<file path="config.mk">
export PLATFORM = sky130hd
export DESIGN_NAME = seg_scan_driver
export DESIGN_NICKNAME = d
export VERILOG_FILES = /design/src/rtl/seg_pkg.sv /design/src/rtl/hex_seg_decode.sv /design/src/rtl/seg_scan_driver.sv
export SDC_FILE = /design/constraint.sdc
export NUM_CORES = 1
export LEC_CHECK = 0
export ABC_AREA = 0
export ABC_CLOCK_PERIOD_IN_PS = 9600
export BUFFER_PORTS_ARGS = -buffer_cell sky130_fd_sc_hd__buf_2
export CORE_AREA = 3 3 70 98
export CTS_CLUSTER_SIZE = 8
export DETAILED_ROUTE_END_ITERATION = 16
export DIE_AREA = 0 0 73 101
export HOLD_SLACK_MARGIN = 0.1
export PLACE_DENSITY_LB_ADDON = 0.3
export SKIP_CTS_REPAIR_TIMING = 1
export SYNTH_ARGS = -nofsm -noshare
export SYNTH_HDL_FRONTEND = slang
export SYNTH_SLANG_ARGS = --single-unit
</file>
<file path="constraint.sdc">
create_clock -name clk -period 9.6 [get_ports clk]
set_clock_uncertainty 0.05 [all_clocks]
set_input_delay 0.48 -clock clk [delete_from_list [all_inputs] [get_ports clk]]
set_output_delay 0.48 -clock clk [all_outputs]
set_load 0.02 [all_outputs]
</file>
<file path="src/rtl/seg_pkg.sv">
// -----------------------------------------------------------------------------
// seg_pkg
// Shared definitions for the 7-segment scan driver:
//   SEG_TABLE : hex nibble -> raw segments {g,f,e,d,c,b,a}, active-low
//   SEG_OFF   : raw (active-low) pattern with every segment dark
//   state_t   : scan FSM states (SHOW = digit lit, DEAD = all anodes off)
// -----------------------------------------------------------------------------
package seg_pkg;

   typedef enum logic {
      SHOW = 1'b0,
      DEAD = 1'b1
   } state_t;

   localparam logic [6:0] SEG_OFF = 7'b1111111;

   localparam logic [6:0] SEG_TABLE [16] = '{
      7'b1000000, 7'b1111001, 7'b0100100, 7'b0110000,
      7'b0011001, 7'b0010010, 7'b0000010, 7'b1111000,
      7'b0000000, 7'b0010000, 7'b0001000, 7'b0000011,
      7'b1000110, 7'b0100001, 7'b0000110, 7'b0001110
   };

endpackage

</file>
<file path="src/rtl/hex_seg_decode.sv">
// -----------------------------------------------------------------------------
// hex_seg_decode
// Combinational hex nibble to raw 7-segment decoder (active-low raw form).
// Ports:
//   i_nibble  [3:0]  hex digit to decode
//   o_seg_raw [6:0]  segments {g,f,e,d,c,b,a}, 0 = lit
// -----------------------------------------------------------------------------
module hex_seg_decode
   import seg_pkg::*;
(
   input  logic [3:0] i_nibble,
   output logic [6:0] o_seg_raw
);

   assign o_seg_raw = SEG_TABLE[i_nibble];

endmodule

</file>
<file path="src/rtl/seg_scan_driver.sv">
// -----------------------------------------------------------------------------
// seg_scan_driver
// Time-multiplexed driver for an N-digit common-anode 7-segment display.
// A display word is taken over a valid/ready handshake into a pending buffer
// and copied to the active buffer only at a frame boundary, so a frame never
// mixes digits from two words. Each digit is lit for CLK_DIV cycles followed
// by DEAD_CYCLES cycles with every anode off.
//
// Ports:
//   clk         system clock
//   rst         asynchronous, active-high reset
//   load_valid  producer offers a display word
//   load_ready  driver can accept a word (low from accept to frame boundary)
//   value_in    hex nibbles, nibble i drives digit i
//   dp_in       decimal point per digit, 1 = lit
//   blank_in    per-digit blank, 1 = dark
//   seg         registered segments {g,f,e,d,c,b,a}
//   dp          registered decimal point
//   an          registered anode enables, one-hot when a digit is shown
//   frame_tick  one-cycle pulse at each frame start
//
// Optional build macro: LEADING_ZERO_BLANK_EN -- when defined, leading zero
// digits (never digit 0) are blanked as the word becomes active.
// -----------------------------------------------------------------------------
module seg_scan_driver
   import seg_pkg::*;
#(
   parameter int NUM_DIGITS     = 4,
   parameter int CLK_DIV        = 50000,
   parameter int DEAD_CYCLES    = 16,
   parameter int SEG_ACTIVE_LOW = 1,
   parameter int AN_ACTIVE_LOW  = 1
) (
   input  logic                    clk,
   input  logic                    rst,
   input  logic                    load_valid,
   output logic                    load_ready,
   input  logic [4*NUM_DIGITS-1:0] value_in,
   input  logic [NUM_DIGITS-1:0]   dp_in,
   input  logic [NUM_DIGITS-1:0]   blank_in,
   output logic [6:0]              seg,
   output logic                    dp,
   output logic [NUM_DIGITS-1:0]   an,
   output logic                    frame_tick
);

   localparam int CNT_MAX0 = (CLK_DIV > DEAD_CYCLES) ? CLK_DIV : DEAD_CYCLES;
   localparam int CNT_MAX  = (CNT_MAX0 > 2) ? CNT_MAX0 : 2;
   localparam int CW       = $clog2(CNT_MAX);
   localparam int IW       = (NUM_DIGITS > 1) ? $clog2(NUM_DIGITS) : 1;

   localparam logic [CW-1:0] SHOW_LAST = CW'(CLK_DIV - 1);
   localparam logic [CW-1:0] DEAD_LAST = CW'((DEAD_CYCLES > 0) ? DEAD_CYCLES - 1 : 0);
   localparam logic [IW-1:0] IDX_LAST  = IW'(NUM_DIGITS - 1);

   // Physical "off" levels after polarity selection
   localparam logic [NUM_DIGITS-1:0] AN_OFF      = {NUM_DIGITS{AN_ACTIVE_LOW != 0}};
   localparam logic [6:0]            SEG_OFF_PHY = (SEG_ACTIVE_LOW != 0) ? SEG_OFF : ~SEG_OFF;
   localparam logic                  DP_OFF_PHY  = (SEG_ACTIVE_LOW != 0);

   state_t                  r_state, w_state_nxt;
   logic [IW-1:0]           r_idx, w_idx_nxt;
   logic [CW-1:0]           r_cnt, w_cnt_nxt;
   logic [4*NUM_DIGITS-1:0] r_act_val, w_act_val_nxt, r_pend_val, w_pend_val_nxt;
   logic [NUM_DIGITS-1:0]   r_act_dp, w_act_dp_nxt, r_pend_dp, w_pend_dp_nxt;
   logic [NUM_DIGITS-1:0]   r_act_blank, w_act_blank_nxt, r_pend_blank, w_pend_blank_nxt;
   logic                    r_ready, w_ready_nxt;
   logic                    w_advance, w_boundary;
   logic [NUM_DIGITS-1:0]   w_lz_mask;
   logic [3:0]              w_nibble;
   logic [6:0]              w_seg_dec;
   logic [NUM_DIGITS-1:0]   w_an_low;
   logic [6:0]              w_seg_low;
   logic                    w_dp_low;
   logic [NUM_DIGITS-1:0]   r_an;
   logic [6:0]              r_seg;
   logic                    r_dp, r_tick;

`ifdef LEADING_ZERO_BLANK_EN
   // Blank zero nibbles from the top digit down, stopping at the first
   // nonzero one; digit 0 is never considered.
   function automatic logic [NUM_DIGITS-1:0] lz_mask(input logic [4*NUM_DIGITS-1:0] val);
      logic [NUM_DIGITS-1:0] m;
      logic                  run;
      m   = '0;
      run = 1'b1;
      for (int unsigned i = NUM_DIGITS - 1; i >= 1; i--) begin
         if (run && (val[4*i +: 4] == 4'h0)) m[i] = 1'b1;
         else                               run  = 1'b0;
      end
      return m;
   endfunction
   assign w_lz_mask = lz_mask(r_pend_val);
`else
   assign w_lz_mask = '0;
`endif

   // Next-state: scan sequencing plus load/commit handshake
   always_comb begin
      w_state_nxt      = r_state;
      w_idx_nxt        = r_idx;
      w_cnt_nxt        = r_cnt + 1'b1;
      w_advance        = 1'b0;
      w_boundary       = 1'b0;
      w_act_val_nxt    = r_act_val;
      w_act_dp_nxt     = r_act_dp;
      w_act_blank_nxt  = r_act_blank;
      w_pend_val_nxt   = r_pend_val;
      w_pend_dp_nxt    = r_pend_dp;
      w_pend_blank_nxt = r_pend_blank;
      w_ready_nxt      = r_ready;

      case (r_state)
         SHOW: if (r_cnt == SHOW_LAST) begin
            w_cnt_nxt = '0;
            if (DEAD_CYCLES == 0) w_advance   = 1'b1;
            else                  w_state_nxt = DEAD;
         end
         DEAD: if (r_cnt == DEAD_LAST) begin
            w_cnt_nxt   = '0;
            w_state_nxt = SHOW;
            w_advance   = 1'b1;
         end
         default: w_state_nxt = SHOW;
      endcase

      if (w_advance) begin
         w_boundary = (r_idx == IDX_LAST);
         w_idx_nxt  = (r_idx == IDX_LAST) ? '0 : r_idx + 1'b1;
      end

      // ready low means a word is pending, so commit and accept never coincide;
      // a word accepted on a boundary edge waits for the following boundary.
      if (w_boundary && !r_ready) begin
         w_act_val_nxt   = r_pend_val;
         w_act_dp_nxt    = r_pend_dp;
         w_act_blank_nxt = r_pend_blank | w_lz_mask;
         w_ready_nxt     = 1'b1;
      end else if (load_valid && r_ready) begin
         w_pend_val_nxt   = value_in;
         w_pend_dp_nxt    = dp_in;
         w_pend_blank_nxt = blank_in;
         w_ready_nxt      = 1'b0;
      end
   end

   // Outputs are registered from the next state so digit i appears on the
   // very edge that enters SHOW(i), using the freshly committed word.
   assign w_nibble = w_act_val_nxt[{w_idx_nxt, 2'b00} +: 4];

   hex_seg_decode u_dec (
      .i_nibble  (w_nibble),
      .o_seg_raw (w_seg_dec)
   );

   always_comb begin
      w_an_low  = '1;
      w_seg_low = SEG_OFF;
      w_dp_low  = 1'b1;
      if (w_state_nxt == SHOW) begin
         w_an_low[w_idx_nxt] = 1'b0;
         if (!w_act_blank_nxt[w_idx_nxt]) begin
            w_seg_low = w_seg_dec;
            w_dp_low  = ~w_act_dp_nxt[w_idx_nxt];
         end
      end
   end

   always_ff @(posedge clk or posedge rst) begin
      if (rst) begin
         r_state      <= SHOW;
         r_idx        <= '0;
         r_cnt        <= '0;
         r_act_val    <= '0;
         r_act_dp     <= '0;
         r_act_blank  <= '1;
         r_pend_val   <= '0;
         r_pend_dp    <= '0;
         r_pend_blank <= '1;
         r_ready      <= 1'b1;
         r_an         <= AN_OFF;
         r_seg        <= SEG_OFF_PHY;
         r_dp         <= DP_OFF_PHY;
         r_tick       <= 1'b0;
      end else begin
         r_state      <= w_state_nxt;
         r_idx        <= w_idx_nxt;
         r_cnt        <= w_cnt_nxt;
         r_act_val    <= w_act_val_nxt;
         r_act_dp     <= w_act_dp_nxt;
         r_act_blank  <= w_act_blank_nxt;
         r_pend_val   <= w_pend_val_nxt;
         r_pend_dp    <= w_pend_dp_nxt;
         r_pend_blank <= w_pend_blank_nxt;
         r_ready      <= w_ready_nxt;
         r_an         <= (AN_ACTIVE_LOW != 0)  ? w_an_low  : ~w_an_low;
         r_seg        <= (SEG_ACTIVE_LOW != 0) ? w_seg_low : ~w_seg_low;
         r_dp         <= (SEG_ACTIVE_LOW != 0) ? w_dp_low  : ~w_dp_low;
         r_tick       <= w_boundary;
      end
   end

   assign load_ready = r_ready;
   assign an         = r_an;
   assign seg        = r_seg;
   assign dp         = r_dp;
   assign frame_tick = r_tick;

endmodule
</file>
**Word level (Yosys, flattened, before mapping)**

Memories as Yosys holds them, arrays and structs flattened.
Index checks and enable logic that the tools add are counted.

- Add/subtract/negate cells: 2
- $lt $le $gt $ge: 3
- Eq/ne operators: 3
- Shift operators: 1
- Multiplexer cells: 29
- Bitwise operators: 5
- Reductions and logical operators: 6

Operators by type and width:

| operator | number |
|---|---|
| 2-to-1 mux 16 bit | 3 |
| case mux 16 bit (2 select lines) | 1 |
| 2-to-1 mux 7 bit | 4 |
| adder 16 x 1 -> 16 bit (second input constant) | 1 |
| == test 16 bit (second input constant) | 1 |
| == test 16 x 4 -> 1 bit (second input constant) | 1 |
| indexed part select 16 x 5 -> 4 bit | 1 |
| 2-to-1 mux 1 bit | 12 |
| 2-to-1 mux 4 bit | 3 |
| greater-or-equal comparator 5 bit (second input constant) | 1 |
| inverter 4 -> 5 bit | 1 |
| binary-select mux 1 bit (select 2 bit) | 2 |
| 2-to-1 mux 2 bit | 2 |
| inverter 4 bit | 1 |
| logical AND 1 bit | 3 |
| less-than comparator 2 x 3 -> 1 bit (second input constant) | 1 |
| inverter 1 bit | 3 |
| adder 2 x 1 -> 2 bit (second input constant) | 1 |
| demux 1 bit (select 2 bit) | 1 |
| == test 2 bit (second input constant) | 1 |
| greater-or-equal comparator 2 x 1 -> 1 bit (second input constant) | 1 |
| case mux 1 bit (2 select lines) | 1 |
| AND reduction 2 bit | 1 |
| nonzero test 2 bit | 1 |
| logical NOT 1 bit | 1 |

- Bits in registers: 81
- Memory bits (read-only): 112
- Word-level logic and storage cells: 64
- Memories: 1

Memories:

| memory | depth | bits a word | read ports | clocked after memory_dff | write ports | line | RTL |
|---|---|---|---|---|---|---|---|
| (name not given) | 16 | 7 | 1 | 0 | 0 | hex_seg_decode.sv:15 | `assign o_seg_raw = SEG_TABLE[i_nibble];` |

**Depth between registers and ports, before layout**

- Depth in word-level cells: 13
- Mapped depth: 14
- Mapped depth without buffers: 13

**Hierarchy**

A second synthesis with hierarchy kept.

- Cells, all modules: 294
- Area, all modules: 3782.4 um^2

By module, submodules not included:

| module | times used | cells each | area an instance (um^2) | seq. area each (um^2) |
|---|---|---|---|---|
| seg_scan_driver | 1 | 259 | 3534.6 | 2053.2 |
| hex_seg_decode | 1 | 35 | 247.7 | 0.0 |

**Worst setup path before layout**

OpenSTA, ideal clock, no wires.

- Path kind: register -> register
- Start: reg r_cnt[11]
- End: reg r_seg[5], in the netlist seg[5]
- Library setup time: 0.095 ns
- Arrival time: 3.035 ns
- Required time: 9.455 ns
- Slack: 6.421 ns
- Stages on the path, launching flop included: 14
- Clock period less this slack: 3.179 ns
- Cells stage by stage: dfrtp_1 -> or4_4 -> nor3b_4 -> nand3_2 -> mux2i_4 -> buf_6 -> mux2_4 -> mux2i_4 -> inv_1 -> ha_1 -> inv_1 -> nor2_1 -> a21oi_1 -> o221ai_1

- Longest elaborated chain between the ends: 13
- Elaborated cells between the ends (all ways): 21
- Classes of those cells: 2 x eq/ne; 1 x shift; 15 x mux; 1 x bitwise; 1 x reduce/logical; 1 x memory

RTL lines:

| element | line | RTL |
|---|---|---|
| from (decl) | seg_scan_driver.sv:63 | `logic [CW-1:0] r_cnt, w_cnt_nxt;` |
| from (signal assigned) | seg_scan_driver.sv:188 | `r_cnt <= w_cnt_nxt;` |
| == test 16 x 4 -> 1 bit | seg_scan_driver.sv:119 | `DEAD: if (r_cnt == DEAD_LAST) begin` |
| 2-to-1 mux 1 bit | seg_scan_driver.sv:119 |  |
| 2-to-1 mux 1 bit | seg_scan_driver.sv:113 | `case (r_state)` |
| 2-to-1 mux 1 bit | seg_scan_driver.sv:127 | `if (w_advance) begin` |
| logical AND 1 bit | seg_scan_driver.sv:134 | `if (w_boundary && !r_ready) begin` |
| 2-to-1 mux 16 bit | seg_scan_driver.sv:134 |  |
| indexed part select 16 x 5 -> 4 bit | seg_scan_driver.sv:149 | `assign w_nibble = w_act_val_nxt[{w_idx_nxt, 2'b00} +: 4];` |
| inverter 4 -> 5 bit (implied by the code) | hex_seg_decode.sv:15 |  |
| memory read (16 x 7 bit) | -- |  |
| 2-to-1 mux 7 bit (implied by the code) (2 in a row) | hex_seg_decode.sv:15 |  |
| 2-to-1 mux 7 bit | seg_scan_driver.sv:162 | `if (!w_act_blank_nxt[w_idx_nxt]) begin` |
| 2-to-1 mux 7 bit (*) | seg_scan_driver.sv:160 | `if (w_state_nxt == SHOW) begin` |
| named net w_seg_low[5] | seg_scan_driver.sv:73 | `logic [6:0] w_seg_low;` |
| to (signal assigned) | seg_scan_driver.sv:197 | `r_seg <= (SEG_ACTIVE_LOW != 0) ? w_seg_low : ~w_seg_low;` |
| to (decl) | seg_scan_driver.sv:76 | `logic [6:0] r_seg;` |

The timed path passes the listed nets; every way through them passes the cells marked *. The select of a mux whose other input is x is not followed.
A chain may end at the register's enable or synchronous reset.

**Worst setup path after layout**

- Start: reg r_cnt[11]
- End: reg r_seg[2], in the netlist seg[2]

The elaborated chain is that of the path after synthesis.

==> metrics.md <==
| Metric | Value |
|---|---|
| Status | `finished clean` |
| Remaining global-route overflow | `0` |
| Core footprint | `0.00617 mm^2` |
| Final Hold Viols | `0` |
| Vias in the first global route | `2,329` |
| Setup TNS | `0 ns` |
| Critical-path maximum fanout | `15` |
| Post-synth top cells | `60 x dfrtp_1, 49 x mux2_2, 32 x nand2_1` |
| Slew HR | `28.8%` |
| Distinct cell type count of the synthesized netlist | `42` |
| Peak Freq | `0.275 GHz` |
| Deepest clock path buffer count | `2` |
| Chip Width | `73 um` |
| Gr usage total | `18.8%` |
| CTS H-tree lvls | `3` |
| Buffers on Ports | `40` |
| Largest net degree at the start of global routing | `82` |
| Initial Util | `59.6%` |
| Leakage power figure | `0.00208 uW` |
| Pint | `491 uW` |
| Cell area power density | `149 mW/mm^2` |
| DR vias | `2,260` |
| Register clock-pin slew on the reported worst setup and hold paths | `0.08 ns` |
| Final Util | `66.8%` |
| Dominant cells by area after synthesis | `dfrtp_1 41%, dfstp_2 15%, mux2_2 15%, nand2_1 3.3%, ha_1 2.7%` |
| Pins Over Slew Limit | `0` |
| RePlAce Congestion | `0.783` |
| CP peak stage delay | `0.55 ns` |
| Area growth syn-to-layout | `12.2%` |
| Post-synthesis net count | `319` |
| Final #Nets | `363` |
| Post-DP HPWL | `4.42 mm` |
| Sequential share of the synthesized area | `55.9%` |
| Synth area leader | `dfrtp_1` |
| Peak VDD IR | `0.148 mV` |
| WP data required | `9.76 ns` |
| Metal-1 WL | `2.52 mm` |
| Net switching power | `124 uW` |
| CP most frequent cell | `mux2i_4` |
| DR WL met2 | `3.42 mm` |
| Top-count cell post-synth | `dfrtp_1` |
| Clock Power Share | `42.5%` |
| Worst Tran Pin Value | `1.07 ns` |
| Clock Tree Root | `clkbuf_8` |
| Die Y | `101 um` |
| Met3 WL | `161 um` |
| Top Layer Used | `met4` |
| Comb power frac | `1.9%` |
| CP Cell Sequence | `or4_4 > nor3b_4 > nand3_2 > mux2i_4 > mux2_2 > mux2i_4 > inv_1 > ha_1 > o311ai_0` |
| Max cap viols | `0` |
| Synth Cell Area | `0.00368 mm^2` |
| Worst setup SP type | `register` |
| R2R Setup Slk | `5.96 ns` |
| Drt total wl | `6.23 mm` |
| Mapped Cells | `284` |
| Worst-Skew Late Latency | `0.35 ns` |
| CTS tree | `built` |
| Number of diodes | `0` |
| Drt pass-1 iters | `6` |
| Die ar. | `0.00737 mm^2` |
| Ys Warns | `0` |
| Layout cells sized above 1 | `41.7%` |
| EDFF count, synth | `0` |
| CP arrival | `3.80 ns` |
| Crit path kind | `register to register` |
| Routed len/inst | `15.4 um` |
| Final Setup Violations | `0` |
| DRC | `0` |
| CP max-delay cell | `or4_4` |
| Avg Inst Size Synth | `12.9 um^2` |
| Final Cycle Share | `37.9%` |
| Sequential power share | `55.6%` |
| TritonCTS Buffers | `9` |
| Number of synthesized register bits | `81` |
| Async S/R FF share, synth | `100%` |
| Vias/cell | `5.58` |
| Row cnt | `34` |
| Predominant post-synthesis flop cell | `dfrtp_1` |
| First-iteration detailed-routing DRC count | `129` |
| Sw Ratio | `20.1%` |
| CP endpoint kind | `register` |
| CTS sink count | `81` |
| Final ANT Viol Nets | `0` |
| First-pass GRT wire length | `10.6 mm` |
| Top cell type's share of synthesized area | `40.8%` |
| Fin crit period | `3.64 ns` |
| Hold WC Path Type | `input pin to register` |
| Antenna violations before repair | `0` |
| Ports | `41` |
| RSZ-0062 raised after global routing | `false` |
## kinds of logic (layout without fill, tap and decap cells)
| group | after synthesis | in the layout | synth area share (%) |
|---|---|---|---|
| AO/OA/AOI/OAI | 18 | 18 | 3.81 |
| adder cells (fa/ha/maj) | 8 | 8 | 2.72 |
| flip-flops | 81 | 81 | 55.9 |
| buffers and inverters | 16 | 65 | 2.52 |
| AND/OR/NAND/NOR | 87 | 87 | 12.3 |
| multiplexers | 60 | 60 | 19.5 |
| XOR/XNOR | 14 | 14 | 3.34 |
## registers in the layout (all words and copies together) (netlist names), 7 cells and up
register / count
r_cnt: 16
seg: 7
r_pend_val: 16
r_act_val: 16
## worst max-delay path: cells and delay by family (launching register included)
family / cells / cell delay, ns
adder cells (fa/ha/maj): 1 / 0.20
buffers and inverters: 1 / 0.10
flip-flops: 1 / 0.42
AND/OR/NAND/NOR: 3 / 1.09
multiplexers: 3 / 1.19
AO/OA/AOI/OAI: 1 / 0.43
## per-stage QoR
step / setup slack [ns] / hold WS, ns / cell area [um^2] / total power, uW / std cells
after floorplan: 6.42 / 0.375 / 3680 / 353 / 284
after global placement: 6.14 / 0.392 / 3910 / 360 / 389
after detailed placement: 6.01 / 0.407 / 3910 / 360 / 389
after CTS: 5.99 / 0.302 / 4120 / 621 / 405
after global routing: 5.77 / 0.302 / 4120 / 638 / 405
final: 5.96 / 0.308 / 4120 / 614 / 405
## worst paths after layout
| check | to | cells after the start | startpoint |
|---|---|---|---|
| max | seg[2] | 9 | r_cnt[11] |
| min | r_pend_val[11] | 2 | value_in[11] |
| max reg2reg | seg[2] | 9 | r_cnt[11] |
| min reg2reg | r_cnt[0] | 1 | r_cnt[0] |
| max in group asynchronous | r_state | 3 | rst |
| min in group asynchronous | r_cnt[5] | 3 | rst |
## layout by cell type, fill, tap and decap left out, drive strengths merged
| cell | Yosys | routed |
|---|---|---|
| a21oi | 1 | 1 |
| and2 | 1 | 1 |
| and3 | 8 | 8 |
| buf | 6 | 41 |
| bufinv | 0 | 2 |
| clkbuf | 2 | 10 |
| clkinv | 0 | 4 |
| clkinvlp | 0 | 1 |
| dfrtp | 60 | 60 |
| dfstp | 21 | 21 |
| ha | 8 | 8 |
| inv | 8 | 7 |
| mux2 | 50 | 50 |
| mux2i | 10 | 10 |
| nand2 | 32 | 32 |
| nand2b | 4 | 4 |
| nand3 | 13 | 13 |
| nand4 | 2 | 2 |
| nand4b | 1 | 1 |
| nor2 | 16 | 16 |
| nor2b | 2 | 2 |
| nor3 | 1 | 1 |
| nor3b | 2 | 2 |
| nor4 | 1 | 1 |
| o211a | 1 | 1 |
| o211ai | 5 | 5 |
| o21a | 1 | 1 |
| o21ai | 6 | 6 |
| o221ai | 2 | 2 |
| o22ai | 1 | 1 |
| o311ai | 1 | 1 |
| or3 | 1 | 1 |
| or4 | 3 | 3 |
| xnor2 | 5 | 5 |
| xor2 | 9 | 9 |
## per-layer routing
metal  vias up  track usage (%)
met4         0             8.95
met1      1149             22.3
li1       1067                -
met3        12             3.39
met5         -                0
met2        32             32.2
## power by group through the flow
stage          logic (uW)  clock network [uW]  registers, uW
3_5_place_dp         12.2                   0            348
6_report             11.5                 261            341
4_1_cts              12.2                 267            341
2_1_floorplan        5.00                   0            348
3_3_place_gp         11.9                   0            348
5_1_grt              13.8                 283            341
## final cells by class
| class | count | area (um^2) |
|---|---|---|
| Fill cell | 466 | 2050 |
| Tap cell | 72 | 90.1 |
| Inverter | 8 | 31.3 |
| Multi-Input combinational cell | 187 | 1530 |
| Clock buffer | 10 | 128 |
| Sequential cell | 81 | 2050 |
| Clock inverter | 6 | 82.6 |
| Timing Repair Buffer | 41 | 208 |
Power figures use the tool's default switching activity.
